[src/rtl/count_pkg.sv]
// count_pkg: shared state type and count limits for the BCD count sequencer
package count_pkg;
    typedef enum logic [1:0] {IDLE, RUN, PAUSE, ALARM} state_t;
    localparam int CNT_W = 16;
    localparam logic [CNT_W-1:0] MAX_COUNT = 16'd9999;
    localparam logic [CNT_W-1:0] MIN_COUNT = 16'd0;
    function automatic logic [CNT_W-1:0] sat_count(input logic [CNT_W-1:0] v);
        return (v > MAX_COUNT) ? MAX_COUNT : v;
    endfunction
endpackage

[src/rtl/tick_prescaler.sv]
// tick_prescaler: divides clk_50MHz down to one tick every TICK_DIV enabled cycles
module tick_prescaler #(
    parameter int TICK_DIV = 50_000_000
) (
    input  logic clk_50MHz,
    input  logic reset,
    input  logic clr,
    input  logic en,
    output logic tick
);
    localparam int W = $clog2(TICK_DIV);
    logic [W-1:0] r_cnt;
    assign tick = en && (r_cnt == W'(TICK_DIV - 1));
    // count only while enabled, wrap on the tick, hold otherwise
    always_ff @(posedge clk_50MHz) begin
        if (reset || clr) r_cnt <= '0;
        else if (en) r_cnt <= tick ? '0 : r_cnt + 1'b1;
    end
endmodule

[src/rtl/count_sequencer.sv]
// count_sequencer: turns start/stop/load/clear pulses into timed step/load/clear strobes,
// detects terminal count and times the buzzer. AUTO_RELOAD_EN makes terminal count
// reload and keep running instead of entering ALARM.
module count_sequencer
    import count_pkg::*;
#(
    parameter int TICK_DIV   = 50_000_000,
    parameter int BUZZ_TICKS = 3
) (
    input  logic             clk_50MHz,
    input  logic             reset,
    input  logic             start_p,
    input  logic             stop_p,
    input  logic             load_p,
    input  logic             clear_p,
    input  logic             updown,
    input  logic [CNT_W-1:0] load_val,
    input  logic [CNT_W-1:0] count_in,
    output logic             step_en,
    output logic             step_up,
    output logic             ld_en,
    output logic [CNT_W-1:0] ld_val,
    output logic             clr_en,
    output logic             running,
    output logic             tc,
    output logic             buzzer
);
    localparam int BW = $clog2(BUZZ_TICKS) + 1;
    state_t r_state, w_next;
    logic [BW-1:0] r_buzz_cnt, w_buzz_cnt;
    logic r_buzz_on, w_buzz_on;
    logic r_step_en, r_step_up, r_ld_en, r_clr_en, r_running, r_tc;
    logic [CNT_W-1:0] r_ld_val, w_ld_val;
    logic w_go, w_en, w_tick, w_term, w_pre_clr, w_buzz_last, w_run_tick, w_tc, w_step, w_ld;

    // a start only wins when no higher-priority command shares its cycle
    assign w_go        = start_p & ~stop_p & ~load_p & ~clear_p;
    // the prescaler also advances in the cycle a start is accepted, so the first step lands TICK_DIV cycles later
    assign w_en        = (r_state == RUN || r_state == ALARM) ? ~clear_p & ~stop_p : w_go;
    assign w_pre_clr   = clear_p | (r_state == ALARM & stop_p);
    assign w_term      = updown ? (sat_count(count_in) == MAX_COUNT) : (count_in == MIN_COUNT);
    assign w_buzz_last = r_buzz_cnt == BW'(BUZZ_TICKS - 1);
    // a tick outside ALARM can only come from RUN or a resume from PAUSE with a fully wound prescaler
    assign w_run_tick  = w_tick & (r_state != ALARM);
    assign w_tc        = w_run_tick & w_term;
    assign w_step      = w_run_tick & ~w_term;

    tick_prescaler #(.TICK_DIV(TICK_DIV)) u_pre (
        .clk_50MHz(clk_50MHz),
        .reset(reset),
        .clr(w_pre_clr),
        .en(w_en),
        .tick(w_tick)
    );

    // state register
    always_ff @(posedge clk_50MHz) begin
        if (reset) r_state <= IDLE;
        else r_state <= w_next;
    end

    // next state: clear overrides everything, then per-state command handling
    always_comb begin
        w_next = r_state;
        if (clear_p) w_next = IDLE;
        else begin
            case (r_state)
                IDLE:    w_next = w_go ? RUN : IDLE;
                PAUSE:   w_next = w_go ? RUN : PAUSE;
                RUN:     w_next = stop_p ? PAUSE : RUN;
                ALARM:   w_next = (stop_p || (w_tick && w_buzz_last)) ? IDLE : ALARM;
                default: w_next = IDLE;
            endcase
`ifdef AUTO_RELOAD_EN
`else
            if (w_tc) w_next = ALARM;
`endif
        end
    end

    // strobe and buzzer decisions for the coming cycle
    always_comb begin
        w_buzz_on  = r_buzz_on;
        w_buzz_cnt = r_buzz_cnt;
`ifdef AUTO_RELOAD_EN
        w_ld     = (~clear_p & load_p & (r_state == IDLE || r_state == PAUSE)) | w_tc;
        w_ld_val = w_tc ? (updown ? MIN_COUNT : MAX_COUNT) : sat_count(load_val);
`else
        w_ld     = ~clear_p & load_p & (r_state == IDLE || r_state == PAUSE);
        w_ld_val = sat_count(load_val);
`endif
        if (w_tick && r_buzz_on) begin
            w_buzz_on  = ~w_buzz_last;
            w_buzz_cnt = r_buzz_cnt + 1'b1;
        end
        if (w_tc) begin
            w_buzz_on  = 1'b1;
            w_buzz_cnt = '0;
        end
        if (clear_p || (r_state == ALARM && stop_p)) w_buzz_on = 1'b0;
    end

    // register every output so the datapath sees clean one-cycle strobes
    always_ff @(posedge clk_50MHz) begin
        if (reset) begin
            r_step_en  <= 1'b0;
            r_step_up  <= 1'b0;
            r_ld_en    <= 1'b0;
            r_ld_val   <= '0;
            r_clr_en   <= 1'b0;
            r_running  <= 1'b0;
            r_tc       <= 1'b0;
            r_buzz_on  <= 1'b0;
            r_buzz_cnt <= '0;
        end else begin
            r_step_en  <= w_step;
            if (w_step) r_step_up <= updown;
            r_ld_en    <= w_ld;
            if (w_ld) r_ld_val <= w_ld_val;
            r_clr_en   <= clear_p;
            r_running  <= w_next == RUN;
            r_tc       <= w_tc;
            r_buzz_on  <= w_buzz_on;
            r_buzz_cnt <= w_buzz_cnt;
        end
    end

    assign step_en = r_step_en;
    assign step_up = r_step_up;
    assign ld_en   = r_ld_en;
    assign ld_val  = r_ld_val;
    assign clr_en  = r_clr_en;
    assign running = r_running;
    assign tc      = r_tc;
    assign buzzer  = r_buzz_on;
endmodule

[config.mk]
export PLATFORM = sky130hd
export DESIGN_NAME = count_sequencer
export DESIGN_NICKNAME = d
export VERILOG_FILES = /design/src/rtl/count_pkg.sv /design/src/rtl/tick_prescaler.sv /design/src/rtl/count_sequencer.sv
export SDC_FILE = /design/constraint.sdc
export NUM_CORES = 1
export LEC_CHECK = 0
export ABC_AREA = 1
export ABC_CLOCK_PERIOD_IN_PS = 2500
export BUFFER_PORTS_ARGS = -buffer_cell sky130_fd_sc_hd__buf_2
export CORE_ASPECT_RATIO = 1.25
export CORE_MARGIN = 1
export CORE_UTILIZATION = 50
export CTS_BUF_LIST = sky130_fd_sc_hd__clkbuf_8
export DETAILED_ROUTE_END_ITERATION = 16
export PLACE_DENSITY_LB_ADDON = 0.3
export SYNTH_ARGS = -nofsm -noshare
export SYNTH_HDL_FRONTEND = slang
export SYNTH_SLANG_ARGS = --single-unit
[constraint.sdc]
create_clock -name clk_50MHz -period 2.5 [get_ports clk_50MHz]
set_input_delay 0.5 -clock clk_50MHz [delete_from_list [all_inputs] [get_ports clk_50MHz]]
set_output_delay 0.5 -clock clk_50MHz [all_outputs]
set_load 0.01 [all_outputs]
==> impl_metrics.csv, run 1 <==
group,metric,value,unit
global_route,grt_use_total,22.1,%
clocking,cts_tree,"yes",
sta,finalMaxSlewViolations,0,
global_route,antenna_found_initial,0,
floorplanning,die_h,88.3,um
clocking,cts_hold_buffers,0,
setup_path,startpoint,"u_pre.r_cnt[1]$_SDFFE_PP0P_",
clocking,cts_buffers,5,
route,via_per_inst,5.08,
clocking,clock_path_buffers,2,
synthesis,synth_top_family_by_area,"simple AND/OR/NAND/NOR gates",
setup_path,cp_max_fo,9,
clocking,clock_sinks,54,
global_route,grt_pass1_vias,2706,
synthesis,syn-num-nets,485,
clocking,clk_pin_slew,0.10,ns
layout,layout-drive-gt1-share,21.7,%
synthesis,synth.area.top_cells,"dfxtp_1, nand2_1, nor2_1",
setup_path,rr_worst_depth,10,
power_and_ir_drop,irDropWorstVdd,455,uV
clocking,h-tree-depth,2,
synthesis,synth_area,2980,um2
floorplanning,ios,62,
global_route,grt_remaining_overflow,0,
placed_design,portBuffers,61,
route,drt.antenna.violating_nets,0,
synthesis,synth_compound_area_share,10.5,%
route,drt_iter0_drc,142,
route,finalWirelength,6580,um
synthesis,synth_flop_cell,"dfxtp_1",
sta,fin_crit,1.77,ns
setup_path,cp.required,2.70,ns
synthesis,muxShareOfSynthArea,0,%
sta,worst-slew-pin-transition,0.514,ns
clocking,post_cts_resized,0,
setup_path,r2r_start,"u_pre.r_cnt[1]$_SDFFE_PP0P_",
synthesis,syn_avg_cell_area,6.73,um2
layout,fin_nets,549,
layout,fillers,551,
synthesis,ys_ff_latch,54,
synthesis,ys_top_cells_by_count,"nand2_1, nor2_1, inv_1",
setup_path,r2r_slack,0.73,ns
synthesis,synth_adder_area_share,1.26,%
layout,syn2layout_area_growth,15.9,%
global_route,grt_max_degree,22,
sta,period_share,70.7,%
layout,antenna_cells,0,
route,avgRoutedWirePerCell,11.5,um
worst_hold_path,holdCritPathClass,"input pin to register",
sta,timing.slew.headroom,65.4,%
power_and_ir_drop,p_leak,1.58,nW
placed_design,dp_hpwl,5070,um
floorplanning,initial_utilization,51.6,%
run_status,status,"completed",
setup_path,crit_end,"u_pre.r_cnt[12]$_SDFFE_PP0P_",
synthesis,synth_xor_area_share,2.06,%
setup_path,critPathSlowestCell,"dfxtp_1",
synthesis,synth_enable_flop_cells,0,
setup_path,crit_chain,"ha_1 > nand3_1 > inv_1 > nand2_1 > a21oi_4 > nand2_2 > nand2_4 > inv_2 > o21ai_0 > a21oi_1",
sta,setup_tns,0,ns
route,post-route-drc-count,0,
power_and_ir_drop,power_density,445,nW/um2
synthesis,yosysSeqAreaShare,36.3,%
setup_path,endpoint_kind,"register",
synthesis,synthSimpleGateAreaFrac,41.0,%
synthesis,yosys.area.top_type_share,36.3,%
sta,hold_violations,0,
floorplanning,fp.coreArea,5780,um2
floorplanning,placementRows,31,
synthesis,yosysWarnings,0,
sta,rsz0062_at_grt,"no",
flow_run,maxCapViolCount,0,
setup_path,crit_path_start_kind,"register",
synthesis,synth_cells,443,
floorplanning,die_width,71.1,um
clocking,post_cts_buffers,0,
floorplanning,dieArea,6280,um2
layout,post-route-util,59.8,%
clocking,clockRootBuffer,"clkbuf_8",
sta,skew,0.00966,ns
synthesis,yosysTopAreaCell,"dfxtp_1",
global_route,grt_pass1_wl,11100,um
clocking,clkLatencyLatePin,0.31,ns
route,via_count,2917,
placed_design,gp_congestion,0.857,
synthesis,yosysUniqueCellTypes,37,
sta,setup_violations,0,
route,dr.pass1.iters,4,
setup_path,critPathKind,"register to register",
synthesis,synth.most_common_cell,"nand2_1",
setup_path,timing.rr.end,"u_pre.r_cnt[12]$_SDFFE_PP0P_",
setup_path,arrival,1.96,ns
setup_path,slowest_delay,0.37,ns
sta,timing.fmax,0.566,GHz
synthesis,ys_async_sr_fraction,0,%
==> stage by stage <==
stage	cells	cell area, um2	worst slack [ns]	hold WS (ns)	power, mW
after floorplan	443	2980	0.954	0.454	0.982
after global placement	566	3360	0.657	0.441	1.05
after detailed placement	566	3360	0.572	0.450	1.05
after CTS	574	3450	0.721	0.428	1.55
after global routing	574	3450	0.521	0.438	1.61
final	574	3450	0.733	0.424	1.54
==> critical path, delay by kind of cell (launching register included) <==
family / cells / cell delay, ns
compound gates: 3 / 0.38
fa+ha+maj: 1 / 0.19
buf+inv: 2 / 0.22
flops: 1 / 0.37
simple gates: 4 / 0.48
==> layer usage <==
layer  track usage (%)  vias to the layer above  routed length (um)
met5                 0                        -                   0
met2              42.5                       66                3320
met3              3.30                        9                 273
met4              8.55                        0                 122
met1              24.5                     1306                2860
li1                  -                     1536                   -
==> flip-flops by register name, indices dropped and copies added, names as in the netlist <==
| name | cells |
|---|---|
| u_pre.r_cnt | 26 |
| ld_val | 16 |
| r_buzz_cnt | 3 |
| r_state | 2 |
| buzzer | 1 |
| clr_en | 1 |
| ld_en | 1 |
| running | 1 |
| step_en | 1 |
| step_up | 1 |
| tc | 1 |
==> kinds of logic (layout without fill, tap and decap cells) <==
family          after synthesis  after routing
xor+xnor                      7              7
compound gates               52             52
flops                        54             54
buf+inv                      69            134
simple gates                258            258
fa+ha+maj                     3              3
==> worst min-delay path by stage <==
stage	startpoint	to	slack, ns	cells after the start
2_1_floorplan	u_pre.r_cnt[12]$_SDFFE_PP0P_	u_pre.r_cnt[12]$_SDFFE_PP0P_	0.45	1
3_3_place_gp	ld_val[14]$_SDFFE_PP0P_	ld_val[14]$_SDFFE_PP0P_	0.44	2
3_5_place_dp	ld_val[14]$_SDFFE_PP0P_	ld_val[14]$_SDFFE_PP0P_	0.45	2
4_1_cts	reset	clr_en$_SDFF_PP0_	0.43	2
5_1_grt	reset	clr_en$_SDFF_PP0_	0.44	2
6_report	reset	clr_en$_SDFF_PP0_	0.42	2
==> where the power goes <==
part | internal (mW) | leakage [nW] | switching (mW) | total (mW)
Combinational | 0.0602 | 1.09 | 0.0892 | 0.149
Clock | 0.220 | 0.0524 | 0.284 | 0.504
Sequential | 0.877 | 0.438 | 0.00829 | 0.885
Total | 1.16 | 1.58 | 0.381 | 1.54
==> cell type report <==
| class | instances | area (um2) | area share, % |
|---|---|---|---|
| inverter | 62 | 233 | 6.74 |
| tap | 66 | 82.6 | 2.39 |
| multi-input combinational | 320 | 1640 | 47.4 |
| clock buffer | 6 | 82.6 | 2.39 |
| timing repair buffer | 64 | 328 | 9.49 |
| clock inverter | 2 | 8.76 | 0.254 |
| sequential | 54 | 1080 | 31.3 |
==> cells in the final DEF, fill, tap and decap left out, types with 8 or more instances in the layout <==
master,Yosys,final
a21oi_1,21,21
buf_2,2,61
dfxtp_1,54,54
inv_1,56,57
nand2_1,95,95
nand3_1,37,37
nor2_1,78,78
nor3_1,10,9
o211ai_1,8,8
o21ai_0,13,13
No activity file was read; power rests on OpenSTA's default activity.
==> inputs of run 2 (changes only) <==
--- a/config.mk
+++ b/config.mk
@@ -6,7 +6,7 @@
 export NUM_CORES = 1
 export LEC_CHECK = 0
 export ABC_AREA = 1
-export ABC_CLOCK_PERIOD_IN_PS = 2500
+export ABC_CLOCK_PERIOD_IN_PS = 1800
 export BUFFER_PORTS_ARGS = -buffer_cell sky130_fd_sc_hd__buf_2
 export CORE_ASPECT_RATIO = 1.25
 export CORE_MARGIN = 1
==> constraint.sdc (replaced) <==
create_clock -name clk_50MHz -period 1.8 [get_ports clk_50MHz]
set_input_delay 0.36 -clock clk_50MHz [delete_from_list [all_inputs] [get_ports clk_50MHz]]
set_output_delay 0.36 -clock clk_50MHz [all_outputs]
set_load 0.01 [all_outputs]
==> impl_metrics.csv, run 2 (same netlist as run 1, synthesis figures left out) <==
group,metric,value,unit
run_status,status,"completed",
floorplanning,die_width,71.1,um
placed_design,pre_cts_slack,0.0768,ns
layout,layout-drive-gt1-share,24.0,%
floorplanning,dieArea,6280,um2
placed_design,portBuffers,61,
global_route,antenna_found_initial,0,
sta,setup_tns,0,ns
power_and_ir_drop,power_density,639,nW/um2
global_route,grt_use_total,23.1,%
layout,fillers,521,
layout,fin_nets,561,
clocking,cts_tree,"yes",
route,avgRoutedWirePerCell,11.9,um
layout,syn2layout_area_growth,19.9,%
clocking,cts_buffers,5,
sta,timing.fmax,0.596,GHz
layout,regArea,1080,um2
route,via_per_inst,5.15,
global_route,grt_pass1_wl,11600,um
setup_path,timing.rr.end,"r_buzz_cnt[2]$_SDFFE_PP0P_",
sta,fin_crit,1.68,ns
floorplanning,fp.coreArea,5780,um2
floorplanning,initial_utilization,51.6,%
placed_design,dp_hpwl,5290,um
setup_path,crit_path_start_kind,"register",
setup_path,cp_max_fo,5,
setup_path,r2r_slack,0.12,ns
worst_hold_path,hold_start,"reset",
floorplanning,placementRows,31,
global_route,use_met1,26.5,%
power_and_ir_drop,irDropWorstVdd,406,uV
placed_design,gp_congestion,0.865,
layout,fin_cells,586,
layout,antenna_cells,0,
route,finalWirelength,6990,um
sta,period_share,93.2,%
global_route,grt_pass1_vias,2782,
sta,setup_violations,0,
global_route,grtUsageMet3,4.33,%
sta,worst-slew-pin-transition,0.510,ns
global_route,grt_max_degree,22,
floorplanning,die_h,88.3,um
layout,largest_reg_flops,26,
layout,top_register,"u_pre.r_cnt",
layout,final_cell_mix,"nand2_1, nor2_1, buf_2, inv_1, dfxtp_1",
clocking,clock_path_buffers,2,
global_route,grt_remaining_overflow,0,
setup_path,arrival,1.89,ns
worst_hold_path,min_path_cells,2,
setup_path,critPathBufInv,1,
layout,final_common_cell,"nand2_1",
placed_design,placed_cells,573,
global_route,grt-busiest-layer,"met2",
route,dr.pass1.iters,4,
worst_hold_path,holdCritPathClass,"input pin to register",
clocking,clkLatencyLatePin,0.31,ns
layout,multiInputGateArea,1640,um2
worst_hold_path,holdPathEnd,"clr_en$_SDFF_PP0_",
route,post-route-drc-count,0,
setup_path,crit_top_cell,"nand2_1",
setup_path,rr_worst_depth,10,
setup_path,r2r_start,"u_pre.r_cnt[0]$_SDFFE_PP0P_",
flow_run,maxCapViolCount,0,
sta,setup_slack,0.123,ns
setup_path,slowest_delay,0.36,ns
setup_path,cp.depth,10,
setup_path,critPathKind,"register to register",
sta,hold_violations,0,
power_and_ir_drop,p_leak,1.65,nW
setup_path,critPathSlowestCell,"dfxtp_1",
sta,timing.slew.headroom,65.9,%
clocking,clock_sinks,54,
setup_path,cp.required,2.01,ns
setup_path,critPathTopFamily,"simple AND/OR/NAND/NOR gates",
sta,finalMaxSlewViolations,0,
clocking,clockRootBuffer,"clkbuf_8",
clocking,cts_hold_buffers,0,
floorplanning,ios,62,
setup_path,crit_chain,"ha_2 > nand3_1 > inv_1 > nand2_1 > a21oi_4 > nand2_1 > nor2_2 > nand2_2 > nand2_1 > nor2_1",
clocking,clk_pin_slew,0.10,ns
route,drt.antenna.violating_nets,0,
route,drt_iter0_drc,176,
setup_path,endpoint_kind,"register",
power_and_ir_drop,finalPower,2.28,mW
global_route,globalRouteMet2Util,43.0,%
sta,skew,0.0126,ns
route,via_count,3020,
clocking,h-tree-depth,2,
run 2: layout make-up:
class | count | share of cell area, %
Tap cell | 66 | 2.31
Clock buffer | 5 | 1.93
Sequential cell | 54 | 30.3
Inverter | 62 | 6.51
Clock inverter | 3 | 1.33
Multi-Input combinational cell | 320 | 45.9
Timing Repair Buffer | 76 | 11.7
run 2: repair_timing:
action,in CTS,in global routing
buffers inserted,0,5
endpoints found under the setup margin,0,16
resized for setup,0,2
run 2: where the power goes:
group / leakage, nW / internal [mW] / total, mW / switching (mW)
logic: 1.15 / 0.0893 / 0.215 / 0.125
registers: 0.439 / 1.22 / 1.23 / 0.0112
clock network: 0.0587 / 0.422 / 0.839 / 0.417
total: 1.65 / 1.73 / 2.28 / 0.554
run 2: through the flow:
stage	hold slack [ns]	utilization (%)	cell area, um2
floorplan	0.431	-	2980
global placement	0.440	59.1	3420
detailed placement	0.456	59.1	3420
CTS	0.271	61.1	3530
global route	0.294	61.8	3570
finish	0.281	61.8	3570
run 2: layer usage:
metal | vias up | wire length, um
met5 | - | 0
met2 | 99 | 3430
met3 | 13 | 391
met1 | 1352 | 3020
met4 | 0 | 143
li1 | 1556 | -
run 2: worst register-to-register path, delay by kind of cell (launching register included):
kind	cells	cell delay, ns
buffers and inverters	1	0.11
AND/OR/NAND/NOR	7	0.72
AO/OA/AOI/OAI	1	0.19
adder cells (fa/ha/maj)	1	0.20
flip-flops	1	0.36
run 2: worst max path at each step:
stage                                startpoint                            to
floorplan           u_pre.r_cnt[1]$_SDFFE_PP0P_    r_buzz_cnt[1]$_SDFFE_PP0P_
detailed placement  u_pre.r_cnt[1]$_SDFFE_PP0P_    r_buzz_cnt[2]$_SDFFE_PP0P_
global route        u_pre.r_cnt[0]$_SDFFE_PP0P_   u_pre.r_cnt[8]$_SDFFE_PP0P_
finish              u_pre.r_cnt[0]$_SDFFE_PP0P_    r_buzz_cnt[2]$_SDFFE_PP0P_
CTS                 u_pre.r_cnt[1]$_SDFFE_PP0P_  u_pre.r_cnt[15]$_SDFFE_PP0P_
global placement                        clear_p    r_buzz_cnt[1]$_SDFFE_PP0P_
==> inputs of run 3 (changes only) <==
--- a/config.mk
+++ b/config.mk
@@ -14,6 +14,7 @@
 export CTS_BUF_LIST = sky130_fd_sc_hd__clkbuf_8
 export DETAILED_ROUTE_END_ITERATION = 16
 export PLACE_DENSITY_LB_ADDON = 0.3
+export RECOVER_POWER = 100
 export SYNTH_ARGS = -nofsm -noshare
 export SYNTH_HDL_FRONTEND = slang
 export SYNTH_SLANG_ARGS = --single-unit
==> impl_metrics.csv, run 3 (same netlist as run 1, synthesis figures left out) <==
group,metric,value,unit
route,finalWirelength,6980,um
global_route,antenna_found_initial,0,
setup_path,slowest_delay,0.35,ns
clocking,h-tree-depth,2,
clocking,cts_buffers,5,
flow_run,maxCapViolCount,0,
setup_path,crit_path_start_kind,"register",
sta,setup_violations,0,
power_and_ir_drop,power_density,651,nW/um2
sta,worst-slew-pin-transition,0.504,ns
setup_path,cp.required,2.02,ns
setup_path,r2r_start,"u_pre.r_cnt[0]$_SDFFE_PP0P_",
setup_path,r2r_slack,0.14,ns
setup_path,timing.rr.end,"r_buzz_cnt[2]$_SDFFE_PP0P_",
sta,period_share,92.3,%
setup_path,critPathTopFamily,"simple AND/OR/NAND/NOR gates",
setup_path,critPathSlowestCell,"dfxtp_1",
sta,finalMaxSlewViolations,0,
setup_path,arrival,1.88,ns
setup_path,critPathKind,"register to register",
clocking,clkLatencyLatePin,0.32,ns
run_status,status,"completed",
route,via_count,3043,
clocking,clockRootBuffer,"clkbuf_8",
layout,final_common_cell,"nand2_1",
layout,layout-drive-gt1-share,18.5,%
placed_design,place_area,3420,um2
floorplanning,die_width,71.1,um
route,dr.pass1.iters,4,
layout,largest_reg_flops,26,
floorplanning,fp.coreArea,5780,um2
clocking,cts_tree,"yes",
floorplanning,initial_utilization,51.6,%
setup_path,endpoint_kind,"register",
power_and_ir_drop,irDropWorstVdd,404,uV
worst_hold_path,min_path_cells,2,
sta,setup_slack,0.138,ns
route,drt.antenna.violating_nets,0,
layout,top_register,"u_pre.r_cnt",
layout,final_cell_mix,"nand2_1, nor2_1, inv_1, dfxtp_1, nand3_1",
power_and_ir_drop,p_leak,1.54,nW
layout,final_area,3510,um2
floorplanning,die_h,88.3,um
sta,hold_violations,0,
placed_design,dp_hpwl,5290,um
floorplanning,ios,62,
sta,skew,0.0149,ns
route,avgRoutedWirePerCell,11.9,um
layout,fillers,537,
setup_path,cp_max_fo,5,
worst_hold_path,holdPathEnd,"clr_en$_SDFF_PP0_",
floorplanning,dieArea,6280,um2
floorplanning,placementRows,31,
route,post-route-drc-count,0,
sta,setup_tns,0,ns
sta,timing.fmax,0.602,GHz
placed_design,pre_cts_slack,0.0768,ns
clocking,clock_path_buffers,2,
global_route,grt_pass1_wl,11600,um
worst_hold_path,holdCritPathClass,"input pin to register",
sta,timing.slew.headroom,66.4,%
clocking,clk_pin_slew,0.10,ns
layout,syn2layout_area_growth,17.7,%
layout,fin_nets,561,
setup_path,rr_worst_depth,10,
route,drt_iter0_drc,196,
setup_path,crit_top_cell,"nand2_1",
global_route,grt_use_total,23.1,%
placed_design,gp_congestion,0.865,
global_route,grt_pass1_vias,2782,
worst_hold_path,hold_start,"reset",
route,via_per_inst,5.19,
sta,fin_crit,1.66,ns
setup_path,critPathBufInv,1,
global_route,grt_remaining_overflow,0,
clocking,clock_sinks,54,
layout,antenna_cells,0,
global_route,grt_max_degree,22,
setup_path,crit_chain,"ha_1 > nand3_1 > inv_1 > nand2_1 > a21oi_4 > nand2_1 > nor2_2 > nand2_2 > nand2_1 > nor2_1",
placed_design,portBuffers,61,
run 3: what timing repair did:
action	in CTS	in global routing
resized for setup	0	2
buffers inserted	0	5
endpoints found under the hold margin	0	0
hold buffers	0	0
setup endpoints to repair	0	16
run 3: metrics by stage:
stage | std cells | hold slack, ns | utilization (%) | power [mW]
after floorplan | 443 | 0.431 | - | 1.36
after global placement | 573 | 0.440 | 59.1 | 1.46
after detailed placement | 573 | 0.456 | 59.1 | 1.47
after CTS | 581 | 0.271 | 61.1 | 2.30
after global routing | 586 | 0.294 | 60.7 | 2.37
final | 586 | 0.278 | 60.7 | 2.28
run 3: report_power, final:
group          total (mW)  internal [mW]  switching, mW
logic               0.205         0.0815          0.123
clock network       0.850          0.422          0.428
registers            1.23           1.22         0.0117
total                2.28           1.72          0.563
run 3: layout make-up:
| cell class | count | area [um2] | share of cell area [%] |
|---|---|---|---|
| well taps | 66 | 82.6 | 2.35 |
| multi-input cells | 320 | 1610 | 45.9 |
| flip-flops and latches | 54 | 1080 | 30.8 |
| repair buffers | 76 | 385 | 11.0 |
| clock inverters | 3 | 47.5 | 1.36 |
| inverters | 62 | 233 | 6.63 |
| clock buffers | 5 | 68.8 | 1.96 |
run 3: how the worst max path moves through the flow:
stage,startpoint,end,slack (ns),cells after the start
CTS,u_pre.r_cnt[1]$_SDFFE_PP0P_,u_pre.r_cnt[15]$_SDFFE_PP0P_,0.05,10
global route,u_pre.r_cnt[0]$_SDFFE_PP0P_,u_pre.r_cnt[8]$_SDFFE_PP0P_,-0.006,10
finish,u_pre.r_cnt[0]$_SDFFE_PP0P_,r_buzz_cnt[2]$_SDFFE_PP0P_,0.14,10
floorplan,u_pre.r_cnt[1]$_SDFFE_PP0P_,r_buzz_cnt[1]$_SDFFE_PP0P_,0.31,10
global placement,clear_p,r_buzz_cnt[1]$_SDFFE_PP0P_,0.14,9
detailed placement,u_pre.r_cnt[1]$_SDFFE_PP0P_,r_buzz_cnt[2]$_SDFFE_PP0P_,0.08,10
run 3: metal layers:
metal  routed length (um)  vias to the layer above  track usage (%)
met5                    0                        -                0
met4                  170                        0             8.36
met3                  357                       18             4.33
met2                 3430                       99             43.0
met1                 3030                     1370             26.5
li1                     -                     1556                -
